===== src/rtl/pc_fetch_unit_pkg.sv =====
// Shared types and constants for the IF-stage PC/fetch block.
// The FSM state encoding is also exported on the top's debug port.
package pc_fetch_unit_pkg;

    typedef enum logic {
        ST_BOOT = 1'b0,
        ST_RUN  = 1'b1
    } fetch_state_t;

    localparam int RESET_VECTOR_DEFAULT = 0;
    localparam int COUNT_BITS           = 16;

    function automatic logic [COUNT_BITS-1:0] sat_inc(input logic [COUNT_BITS-1:0] v);
        return (v == {COUNT_BITS{1'b1}}) ? v : v + COUNT_BITS'(1);
    endfunction

endpackage


===== src/rtl/pc_fetch_unit_if_id_register.sv =====
// Pipeline register for one fetched instruction with load, hold and flush.
// Flush wins over load; with neither asserted every field holds.
module if_id_register #(
    parameter int DataWidth = 16,
    parameter int AddrBits  = 16
) (
    input  logic                 clk_i,
    input  logic                 rst_ni,
    input  logic                 load_i,
    input  logic                 flush_i,
    input  logic [DataWidth-1:0] instr_i,
    input  logic [AddrBits-1:0]  pc_i,
    input  logic [AddrBits-1:0]  pc_plus_one_i,
    input  logic                 predicted_i,
    output logic [DataWidth-1:0] instr_o,
    output logic [AddrBits-1:0]  pc_o,
    output logic [AddrBits-1:0]  pc_plus_one_o,
    output logic                 predicted_o,
    output logic                 valid_o
);

    logic [DataWidth-1:0] instr_q;
    logic [AddrBits-1:0]  pc_q;
    logic [AddrBits-1:0]  pc_plus_one_q;
    logic                 predicted_q;
    logic                 valid_q;

    always_ff @(posedge clk_i or negedge rst_ni) begin
        if (!rst_ni) begin
            instr_q       <= '0;
            pc_q          <= '0;
            pc_plus_one_q <= '0;
            predicted_q   <= 1'b0;
            valid_q       <= 1'b0;
        end else if (flush_i) begin
            instr_q       <= '0;
            pc_q          <= '0;
            pc_plus_one_q <= '0;
            predicted_q   <= 1'b0;
            valid_q       <= 1'b0;
        end else if (load_i) begin
            instr_q       <= instr_i;
            pc_q          <= pc_i;
            pc_plus_one_q <= pc_plus_one_i;
            predicted_q   <= predicted_i;
            valid_q       <= 1'b1;
        end
    end

    assign instr_o       = instr_q;
    assign pc_o          = pc_q;
    assign pc_plus_one_o = pc_plus_one_q;
    assign predicted_o   = predicted_q;
    assign valid_o       = valid_q;

endmodule


===== src/rtl/pc_fetch_unit.sv =====
// IF stage: PC register, next-PC selection (miss > stall > predicted > sequential),
// boot FSM, fetch/miss counters, and the IF/ID pipeline register.
module pc_fetch_unit
    import pc_fetch_unit_pkg::*;
#(
    parameter int                  DataWidth   = 16,
    parameter int                  AddrBits    = 16,
    parameter logic [AddrBits-1:0] ResetVector = AddrBits'(RESET_VECTOR_DEFAULT)
) (
    input  logic                  CLK,
    input  logic                  RST,
    input  logic                  Stall,
    input  logic                  PredictionMiss,
    input  logic [AddrBits-1:0]   CorrectedAddress,
    input  logic                  TakeBranch,
    input  logic [AddrBits-1:0]   PredictedAddress,
    input  logic [DataWidth-1:0]  IMemData,
    output logic [AddrBits-1:0]   IMemAddr,
    output logic [DataWidth-1:0]  Instruction,
    output logic [AddrBits-1:0]   PCPlusOne,
    output logic [DataWidth-1:0]  IFID_Instruction,
    output logic [AddrBits-1:0]   IFID_PC,
    output logic [AddrBits-1:0]   IFID_PCPlusOne,
    output logic                  IFID_Predicted,
    output logic                  IFID_Valid,
    output logic [COUNT_BITS-1:0] FetchCount,
    output logic [COUNT_BITS-1:0] MissCount,
    output fetch_state_t          DbgState
);

    fetch_state_t          state_q, state_d;
    logic [AddrBits-1:0]   pc_q, pc_d;
    logic [COUNT_BITS-1:0] fetch_cnt_q, fetch_cnt_d;
    logic [COUNT_BITS-1:0] miss_cnt_q, miss_cnt_d;
    logic                  ifid_load;
    logic                  ifid_flush;
    logic [AddrBits-1:0]   pc_plus_one;

    assign pc_plus_one = pc_q + AddrBits'(1);

    always_ff @(posedge CLK or negedge RST) begin
        if (!RST) begin
            state_q     <= ST_BOOT;
            pc_q        <= ResetVector;
            fetch_cnt_q <= '0;
            miss_cnt_q  <= '0;
        end else begin
            state_q     <= state_d;
            pc_q        <= pc_d;
            fetch_cnt_q <= fetch_cnt_d;
            miss_cnt_q  <= miss_cnt_d;
        end
    end

    always_comb begin
        state_d     = state_q;
        pc_d        = pc_q;
        fetch_cnt_d = fetch_cnt_q;
        miss_cnt_d  = miss_cnt_q;
        ifid_load   = 1'b0;
        ifid_flush  = 1'b0;
        unique case (state_q)
            // Memory settle cycle: a miss here is deliberately ignored.
            ST_BOOT: begin
                state_d    = ST_RUN;
                ifid_flush = 1'b1;
            end
            ST_RUN: begin
                if (PredictionMiss) begin
                    pc_d       = CorrectedAddress;
                    ifid_flush = 1'b1;
                    miss_cnt_d = sat_inc(miss_cnt_q);
                end else if (!Stall) begin
                    pc_d        = TakeBranch ? PredictedAddress : pc_plus_one;
                    ifid_load   = 1'b1;
                    fetch_cnt_d = sat_inc(fetch_cnt_q);
                end
            end
            default: state_d = ST_BOOT;
        endcase
    end

    // IFID_Valid qualifies every IFID_* field: downstream may only consume them when it is 1.
    if_id_register #(
        .DataWidth (DataWidth),
        .AddrBits  (AddrBits)
    ) u_if_id (
        .clk_i         (CLK),
        .rst_ni        (RST),
        .load_i        (ifid_load),
        .flush_i       (ifid_flush),
        .instr_i       (IMemData),
        .pc_i          (pc_q),
        .pc_plus_one_i (pc_plus_one),
        .predicted_i   (TakeBranch),
        .instr_o       (IFID_Instruction),
        .pc_o          (IFID_PC),
        .pc_plus_one_o (IFID_PCPlusOne),
        .predicted_o   (IFID_Predicted),
        .valid_o       (IFID_Valid)
    );

    assign IMemAddr    = pc_q;
    assign Instruction = IMemData;
    assign PCPlusOne   = pc_plus_one;
    assign FetchCount  = fetch_cnt_q;
    assign MissCount   = miss_cnt_q;
    assign DbgState    = state_q;

endmodule


===== config.mk =====
export PLATFORM = sky130hd
export DESIGN_NAME = pc_fetch_unit
export DESIGN_NICKNAME = d
export VERILOG_FILES = /design/src/rtl/pc_fetch_unit_pkg.sv /design/src/rtl/pc_fetch_unit_if_id_register.sv /design/src/rtl/pc_fetch_unit.sv
export SDC_FILE = /design/constraint.sdc
export NUM_CORES = 1
export LEC_CHECK = 0
export ABC_AREA = 1
export BUFFER_PORTS_ARGS = -buffer_cell sky130_fd_sc_hd__buf_2
export CAP_MARGIN = 0
export CORE_ASPECT_RATIO = 0.8
export CORE_UTILIZATION = 51
export DETAILED_ROUTE_END_ITERATION = 6
export PLACE_DENSITY = 0.93
export SKIP_LAST_GASP = 1
export SYNTH_ARGS = -nofsm -noshare
export SYNTH_HDL_FRONTEND = slang
export SYNTH_HIERARCHICAL = 1
export SYNTH_SLANG_ARGS = --single-unit

===== constraint.sdc =====
create_clock -name CLK -period 1.9 [get_ports CLK]
set_input_delay 0.19 -clock CLK [delete_from_list [all_inputs] [get_ports CLK]]
set_output_delay 0.19 -clock CLK [all_outputs]
set_load 0.01 [all_outputs]

Word-level counts from Yosys, hierarchy flattened
Index checks and enable logic that the tools add are counted.
W data, S select, Z words.
{"block": "word_totals", "reg_bits": 99, "latchBits": 0, "mem_bits_rw": 0, "mem_bits_ro": 0, "out_inout_bits": 131, "elab_cells": 42, "memories": 0}
{"block": "classes", "n_addsub": 3, "n_mul": 0, "n_div": 0, "order_cmp": 0, "n_eq_ne": 3, "shifts": 0, "muxes": 18, "bitwise": 5, "reduce_logical": 4}
{"cell": "$mux W16", "n": 9}
{"cell": "$add A16 B1 Y16 const B", "n": 3}
{"cell": "$eq A16 B16 Y1 const B", "n": 2}
{"cell": "$mux W1", "n": 8}
{"cell": "$not A1 Y1", "n": 5}
{"cell": "$reduce_and A4 Y1", "n": 1}
{"cell": "$reduce_and A3 Y1", "n": 1}
{"cell": "$ne A2 B1 Y1 const B", "n": 1}
{"cell": "$pmux W1 S2", "n": 1}
{"cell": "$reduce_and A2 Y1", "n": 1}
{"cell": "$reduce_bool A2 Y1", "n": 1}

Depth between registers and ports, before layout
Gate-level depths: netlist of the first run.
{"block": "logic_depth", "ltp_word": 5, "depth_mapped": 11, "depth_no_buf": 11}

Cells and area by module
The synthesis of the first run kept the hierarchy.
{"mod": "pc_fetch_unit", "n_inst": 1, "cells_each": 495, "area_each_um2": 3367.0}
{"mod": "if_id_register", "n_inst": 1, "cells_each": 217, "area_each_um2": 1988.2}

Worst setup path before layout of the first run
OpenSTA, ideal clock, no wires.
{"block": "synth_timing", "kind": "register to register", "startpoint": "reg pc_q[0], in the netlist IMemAddr[0]", "endpoint": "reg pc_q[8], in the netlist IMemAddr[8]", "setup_ns": 0.065, "arrival_time_ns": 1.632, "path_slack_ns": 0.203, "stages_incl_launch_ff": 10, "period_less_slack_ns": 1.697, "cell_sequence": "dfrtp_1 -> ha_1 -> nand3_1 -> nor2_2 -> nand2_1 -> xor2_1 -> nand2_1 -> nand2_1 -> nand2_1 -> nand2_1"}
{"block": "synth_via", "elab_chain_len": 4}
{"item": "from (decl)", "line_no": "pc_fetch_unit.sv:32", "source": "logic [AddrBits-1:0] pc_q, pc_d;"}
{"item": "from (signal assigned)", "line_no": "pc_fetch_unit.sv:44", "source": "pc_q <= ResetVector;"}
{"item": "from (signal assigned)", "line_no": "pc_fetch_unit.sv:49", "source": "pc_q <= pc_d;"}
{"item": "$add A16 B1 Y16", "line_no": "pc_fetch_unit.sv:39", "source": "assign pc_plus_one = pc_q + AddrBits'(1);"}
{"item": "net PCPlusOne[8]", "line_no": "pc_fetch_unit.sv:20", "source": "output logic [AddrBits-1:0] PCPlusOne,"}
{"item": "$mux W16", "line_no": "pc_fetch_unit.sv:74", "source": "pc_d = TakeBranch ? PredictedAddress : pc_plus_one;"}
{"item": "$mux W16", "line_no": "pc_fetch_unit.sv:73", "source": "end else if (!Stall) begin"}
{"item": "$mux W16", "line_no": "pc_fetch_unit.sv:69", "source": "if (PredictionMiss) begin"}
The timed path passes the listed nets, and every way through them passes these cells. The select of a mux whose other input is x is not followed.
A chain may end at the register's enable or synchronous reset.

Final worst setup path of the first run
{"block": "layout_timing", "startpoint": "reg pc_q[1], in the netlist IMemAddr[1]", "endpoint": "out PCPlusOne[9]"}
{"block": "layout_via", "elab_chain_len": 1}
{"item": "$add A16 B1 Y16", "line_no": "pc_fetch_unit.sv:39"}
{"item": "to (decl)", "line_no": "pc_fetch_unit.sv:20"}
Every way passes these cells.

==> results of run 1 <==
[critical path, cell delays in order, from the launching register on]
cell and delay [ns]:
dfrtp_1 0.42, buf_6 0.14, nand2_2 0.09, nor3_2 0.26, nand3_1 0.15, and2_4 0.20, buf_2 0.13
[routing by layer]
layer | vias up | share of wire [%] | global-route usage [%]
met5 | - | 0 | 0
met3 | 52 | 10 | 6.52
met1 | 2608 | 41 | 38.2
met2 | 348 | 46 | 42.0
met4 | 0 | 2.8 | 9.81
li1 | 2601 | - | -
[layout make-up]
type / instances / share of cell area (%)
inverters: 46 / 2.54
clock inverters: 6 / 0.963
clock buffers: 10 / 3.33
flip-flops and latches: 99 / 36.2
repair buffers: 211 / 17.2
well taps: 140 / 2.54
multi-input cells: 524 / 37.3
[metrics by stage]
| step | power (W) | cells |
|---|---|---|
| floorplan | 0.00314 | 712 |
| global placement | 0.00361 | 1002 |
| detailed placement | 0.00365 | 1002 |
| CTS | 0.00551 | 1023 |
| global route | 0.00592 | 1036 |
| finish | 0.00564 | 1036 |
[cell usage in the layout (no fill, tap or decap), types with 2 or more instances in the layout]
| cell type | n |
|---|---|
| nand2_1 | 281 |
| buf_2 | 180 |
| dfrtp_1 | 88 |
| nand3_1 | 73 |
| nor2_1 | 47 |
| inv_1 | 40 |
| buf_4 | 22 |
| o21ai_0 | 17 |
| a21oi_1 | 16 |
| xor2_1 | 15 |
| dfrtp_2 | 11 |
| nand4_1 | 9 |
| clkbuf_16 | 9 |
| nand2_2 | 8 |
| nor3_1 | 8 |
| xnor2_1 | 8 |
| buf_6 | 6 |
| nor2_2 | 5 |
| nor2_4 | 5 |
| and2_4 | 4 |
| o211ai_1 | 4 |
| inv_2 | 3 |
| nand3b_1 | 3 |
| clkinvlp_4 | 3 |
| nand3_4 | 2 |
| nand3_2 | 2 |
| xor2_2 | 2 |
| clkinv_1 | 2 |
| nor3_4 | 2 |
| o21ai_1 | 2 |
| buf_12 | 2 |
[worst paths after layout]
path                                             to  slack (ns)
max in group asynchronous               IMemAddr[9]        0.96
min                              u_if_id/instr_o[9]         0.1
max reg2reg                u_if_id/pc_plus_one_o[8]        0.04
min in group asynchronous        u_if_id/instr_o[7]        0.36
max                                    PCPlusOne[9]       -0.01
min reg2reg                     u_if_id/instr_o[15]        0.47
[logic make-up after synthesis]
logic type	after synthesis	share of synthesized area (%)
and+or+nand+nor	452	35.9
xor gates and xnor gates	26	4.25
other	1	0.0700
DFF	99	46.3
AOI/OAI and AO/OA	41	4.09
adders and majority gates	3	0.701
buffers and inverters	90	8.74
[sequential cells by signal, indices dropped and copies added (netlist names)]
name / cells
u_if_id/predicted_o: 1
u_if_id/instr_o: 16
DbgState: 1
u_if_id/valid_o: 1
u_if_id/pc_o: 16
MissCount: 16
FetchCount: 16
IMemAddr: 16
u_if_id/pc_plus_one_o: 16
[what timing repair did]
| item | 4_1_cts | 5_1_grt |
|---|---|---|
| resized for setup | 13 | 39 |
| buffers inserted | 4 | 12 |
| cloned | 0 | 1 |
| hold buffers | 1 | 0 |
| pin swaps | 3 | 12 |
| endpoints found under the setup margin | 8 | 26 |
| endpoints found under the hold margin | 34 | 0 |
[report_power, final]
| part | total (W) | switching (W) | internal [W] |
|---|---|---|---|
| Sequential | 0.00253 | 0.000260 | 0.00227 |
| Clock | 0.00182 | 0.000798 | 0.00102 |
| Combinational | 0.00130 | 0.000772 | 0.000524 |
==> results.toml, run 1 <==
[global_route]
grt_max_degree = 51
grt_pass1_wl_um = 23500
gr-total-overflow = 0
antenna_found_initial = 0
grt_usage_pct = 27.5
grt_pass1_vias = 4814

[synth]
synthFlopType = "dfrtp_1"
yosysUniqueCellTypes = 36
syn_area_mm2 = 0.00536
ys_seq_elements = 99
synthesis.instances = 712
yosysTopAreaCellShare_pct = 46.3
synth_top_area_cell = "dfrtp_1"
synth.most_common_cell = "nand2_1"
ys_seq_area_share_pct = 46.3
synth.net_count = 768
synth_common_cells = "288 x nand2_1, 99 x dfrtp_1, 75 x nand3_1"
ys_top_cells_by_area = "dfrtp_1 46%, nand2_1 20%, nand3_1 7.0%"
synth-edff-count = 0
synthArstFlopShare_pct = 100
yosysWarnings = 6
synth_area_per_cell_um2 = 7.52

[sta]
worst_slack_ns = -0.0130
drv_slew = 0
finalHoldViolations = 0
setup_viol = 1
tightest_slew_ns = 1.14
fin_tns_setup_ns = -0.0130
slew_headroom_pct = 24.0
timing.fmax_mhz = 523
post-route-min-period_ns = 1.91
whs_ns = 0.0964
rsz0062_at_grt = "true"
clock_skew_ns = 0.00730
period_share_pct = 101

[route]
routed_wl_um = 16200
vias = 5609
wl_per_cell_um = 15.6
first_iter_violations = 487
detail_route.vias_per_cell = 5.41
first_pass_iters = 5
drc = 0
ant_nets = 0

[final_layout]
layout-drive-gt1-share_pct = 30.9
multi_input_area_mm2 = 0.00256
syn_to_final_growth_pct = 28.6
final_cell_area_mm2 = 0.00689
postLayoutCoreUtil_pct = 67.2
regArea_mm2 = 0.00249
fin_nets = 947
num_antenna_cells = 0
fillCellCount = 865

[setup_path]
worstSetupStartpoint = "IMemAddr[1]"
cp.required_ns = 1.71
rr_worst_depth = 4
cp-end-kind = "output port"
critical_path.max_fanout = 4
crit_type = "flip-flop to output port"
cp-start-kind = "flip-flop"
r2r_start = "DbgState"
arrival_ns = 1.72

[clock_tree]
clk_pin_slew_ns = 0.07
root_buffer = "clkbuf_16"
clock_latency_ns = 0.33
cts_buffers = 9
cts_tree = "built"
numClockSinks = 99
clockBufferDepth = 2
h-tree-depth = 3

[floorplanning]
dieArea_mm2 = 0.0109
die_y_um = 93.7
num_rows = 33
die_w_um = 117
start_util_pct = 52.3
core_area_mm2 = 0.0102
io_pins = 184

[outcome]
violations = "negative setup slack"
status = "finished with violations"

[hold_path]
hp-start = "IMemData[9]"
min_path_type = "input pin to flip-flop"
hold_depth = 3

[placed_design]
dp_slack_ns = 0.112
gp_congestion = 0.909
place.port_buffers = 183
post_dp_cell_area_mm2 = 0.00627
place_hpwl_um = 10700

[pwr]
power_density_mw_per_mm2 = 819
peakVddDrop_mv = 0.561
leakagePower_nw = 3.83

[job]
drv_cap = 0
Note: power is estimated with default switching activity, not from simulation.
==> run 2, diff against run 1 <==
- BUFFER_PORTS_ARGS: -buffer_cell sky130_fd_sc_hd__buf_2 -> -buffer_cell sky130_fd_sc_hd__buf_4
- MAX_ROUTING_LAYER: not set -> met4
- SYNTH_HIERARCHICAL: 1 -> not set
==> run 2 against run 1 <==
  * The run still ends with negative setup slack left
  * Maximum frequency shrank 1.4%
  * Synthesized cell count shrank 4.2%
  * First-iteration DRC count shrank 11%
  * Largest cell class is now registers
  * Sequential power grew 5%
  * Synthesized area shrank 1.7%
  * Cell count shrank 3.4%
==> results.toml, run 2 <==
[pwr]
intPower_w = 0.00408
leakagePower_nw = 3.54
power_density_mw_per_mm2 = 860
seq_power_share_pct = 43.1
swShare_pct = 34.0
p_switching_w = 0.00210
combinationalPowerShare_pct = 29.2
peakVddDrop_mv = 0.637
clkPwrFrac_pct = 27.7

[outcome]
status = "finished with violations"
violations = "negative setup slack"

[clock_tree]
clk_pin_slew_ns = 0.07
cts_buffers = 9
root_buffer = "clkbuf_16"
clock_latency_ns = 0.34
cts_tree = "built"
numClockSinks = 99
h-tree-depth = 3
clockBufferDepth = 2

[route]
met3_length_um = 1130
routed_wl_um = 15200
detail_route.vias_per_cell = 5.20
met1_length_um = 6190
ant_nets = 0
first_pass_iters = 5
met2_wirelength_um = 7520
vias = 5208
wl_per_cell_um = 15.2
first_iter_violations = 431
top_layer_used = "met4"
drc = 0

[synth]
yosysWarnings = 0
ys_top_cells_by_area = "dfrtp_1 47%, nand2_1 13%, inv_1 7.1%"
synth-compound-area-share_pct = 11.4
syn_area_mm2 = 0.00527
synth_top_family_by_area = "simple AND/OR/NAND/NOR gates"
yosysTopAreaCellShare_pct = 47.1
synth-edff-count = 0
synth_top_area_cell = "dfrtp_1"
ys_seq_area_share_pct = 47.1
yosysUniqueCellTypes = 31
synthFlopType = "dfrtp_1"
synthXorXnorAreaFrac_pct = 4.99
synth_area_per_cell_um2 = 7.72
ys_seq_elements = 99
synth_simple_gate_area_share_pct = 23.6
synth.net_count = 738
synthAdderAreaFrac_pct = 0.713
synthArstFlopShare_pct = 100
synth_common_cells = "189 x nand2_1, 100 x inv_1, 99 x dfrtp_1"
synthMuxAreaShare_pct = 0
synthesis.instances = 682
synth.most_common_cell = "nand2_1"

[global_route]
grt_pass1_wl_um = 23600
grt_usage_pct = 29.4
grt_pass1_vias = 4925
antenna_found_initial = 0
grt_max_degree = 100
gr-total-overflow = 0

[sta]
drv_slew = 0
fin_tns_setup_ns = -0.0400
worst_slack_ns = -0.0400
timing.fmax_mhz = 515
slew_headroom_pct = 62.8
rsz0062_at_grt = "true"
clock_skew_ns = 0.00661
post-route-min-period_ns = 1.94
period_share_pct = 102
setup_viol = 1
finalHoldViolations = 0
tightest_slew_ns = 0.558

[final_layout]
final_cell_mix = "204 x buf_4, 182 x nand2_1, 99 x inv_1"
postLayoutCoreUtil_pct = 72.9
fin_nets = 916
num_antenna_cells = 0
final_common_cell = "buf_4"
final_cell_area_mm2 = 0.00718
syn_to_final_growth_pct = 36.5
instances_no_fill = 1001
layout-drive-gt1-share_pct = 31.2

[placed_design]
dp.cells = 971
dp_slack_ns = 0.154
place_hpwl_um = 10700
gp_congestion = 0.930
post_dp_cell_area_mm2 = 0.00666
place.port_buffers = 183

[setup_path]
cp-end-kind = "output port"
crit_type = "flip-flop to output port"
arrival_ns = 1.75
critical_path.max_fanout = 5
cp.required_ns = 1.71
cp-start-kind = "flip-flop"
rr_worst_depth = 10

[floorplanning]
dieArea_mm2 = 0.0107
num_rows = 32
die_y_um = 92.9
start_util_pct = 53.5
io_pins = 184
core_area_mm2 = 0.00985
die_w_um = 116

[hold_path]
hold_depth = 3
min_path_type = "input pin to flip-flop"

[job]
drv_cap = 0
## run 2: changes by cell type in the layout (fill, tap and decap cells not counted), sizes merged, moves of 3 or more
cell   change
and2       -4
buf        -3
inv       +61
nand2     -99
nand3     -49
nor2       -3
o21ai     +39
o22ai     +25
xor2       +3
## run 2: power by group through the flow
stage | Sequential [W] | Combinational (W) | Clock [W]
6_report | 0.00266 | 0.00180 | 0.00171
5_1_grt | 0.00270 | 0.00198 | 0.00182
4_1_cts | 0.00264 | 0.00172 | 0.00174
3_5_place_dp | 0.00268 | 0.00167 | 0
3_3_place_gp | 0.00267 | 0.00163 | 0
2_1_floorplan | 0.00274 | 0.000732 | 0
## run 2: final cells by class
cell class              instances  area, um2
fillers                       771       2670
inverters                     104        393
flip-flops and latches         99       2480
clock inverters                 7       53.8
clock buffers                   9        225
well taps                     136        170
repair buffers                208       1580
multi-input cells             438       2280
## run 2: cell families (layout without fill, tap and decap cells)
kind of cell / Yosys count / count (layout)
DFF: 99 / 99
buffers and inverters: 145 / 328
xor gates and xnor gates: 30 / 30
adders and majority gates: 3 / 3
AOI/OAI and AO/OA: 106 / 106
other: 1 / 1
and+or+nand+nor: 298 / 298
## run 2: worst paths after layout
path	startpoint	endpoint	slack, ns
max reg2reg	FetchCount[1]	FetchCount[7]	0.19
max	IMemAddr[5]	PCPlusOne[10]	-0.04
min reg2reg	u_if_id.valid_o	u_if_id.valid_o	0.51
min	IMemData[0]	u_if_id.instr_o[0]	0.07
max in group asynchronous	RST	FetchCount[1]	1.02
min in group asynchronous	RST	MissCount[5]	0.42
## run 2: repair_timing
item | in CTS | in global routing
pin swaps | 2 | 12
gates resized for setup | 15 | 23
setup buffers | 5 | 8
endpoints found under the hold margin | 99 | 0
cloned | 0 | 0
hold buffers | 1 | 0
setup endpoints to repair | 9 | 21
## run 2: worst max-delay path, cell delays in order, from the launching register on
cell,delay [ns]
dfrtp_1,0.43
nand2_1,0.16
nor2_2,0.24
nand2_2,0.11
nor2_2,0.13
nand2_1,0.07
nand2_2,0.11
inv_2,0.04
buf_6,0.11
## run 2: per-stage QoR
| step | hold slack, ns | total power, W |
|---|---|---|
| finish | 0.0691 | 0.00618 |
| global route | 0.0786 | 0.00651 |
| CTS | 0.0650 | 0.00610 |
| detailed placement | 0.296 | 0.00435 |
| global placement | 0.287 | 0.00429 |
| floorplan | -0.106 | 0.00348 |
## run 2: metal layers
| layer | vias to the layer above | track usage (%) |
|---|---|---|
| li1 | 2477 | - |
| met2 | 245 | 47.5 |
| met3 | 33 | 5.82 |
| met1 | 2453 | 37.4 |
| met4 | 0 | 8.66 |
| met5 | - | - |
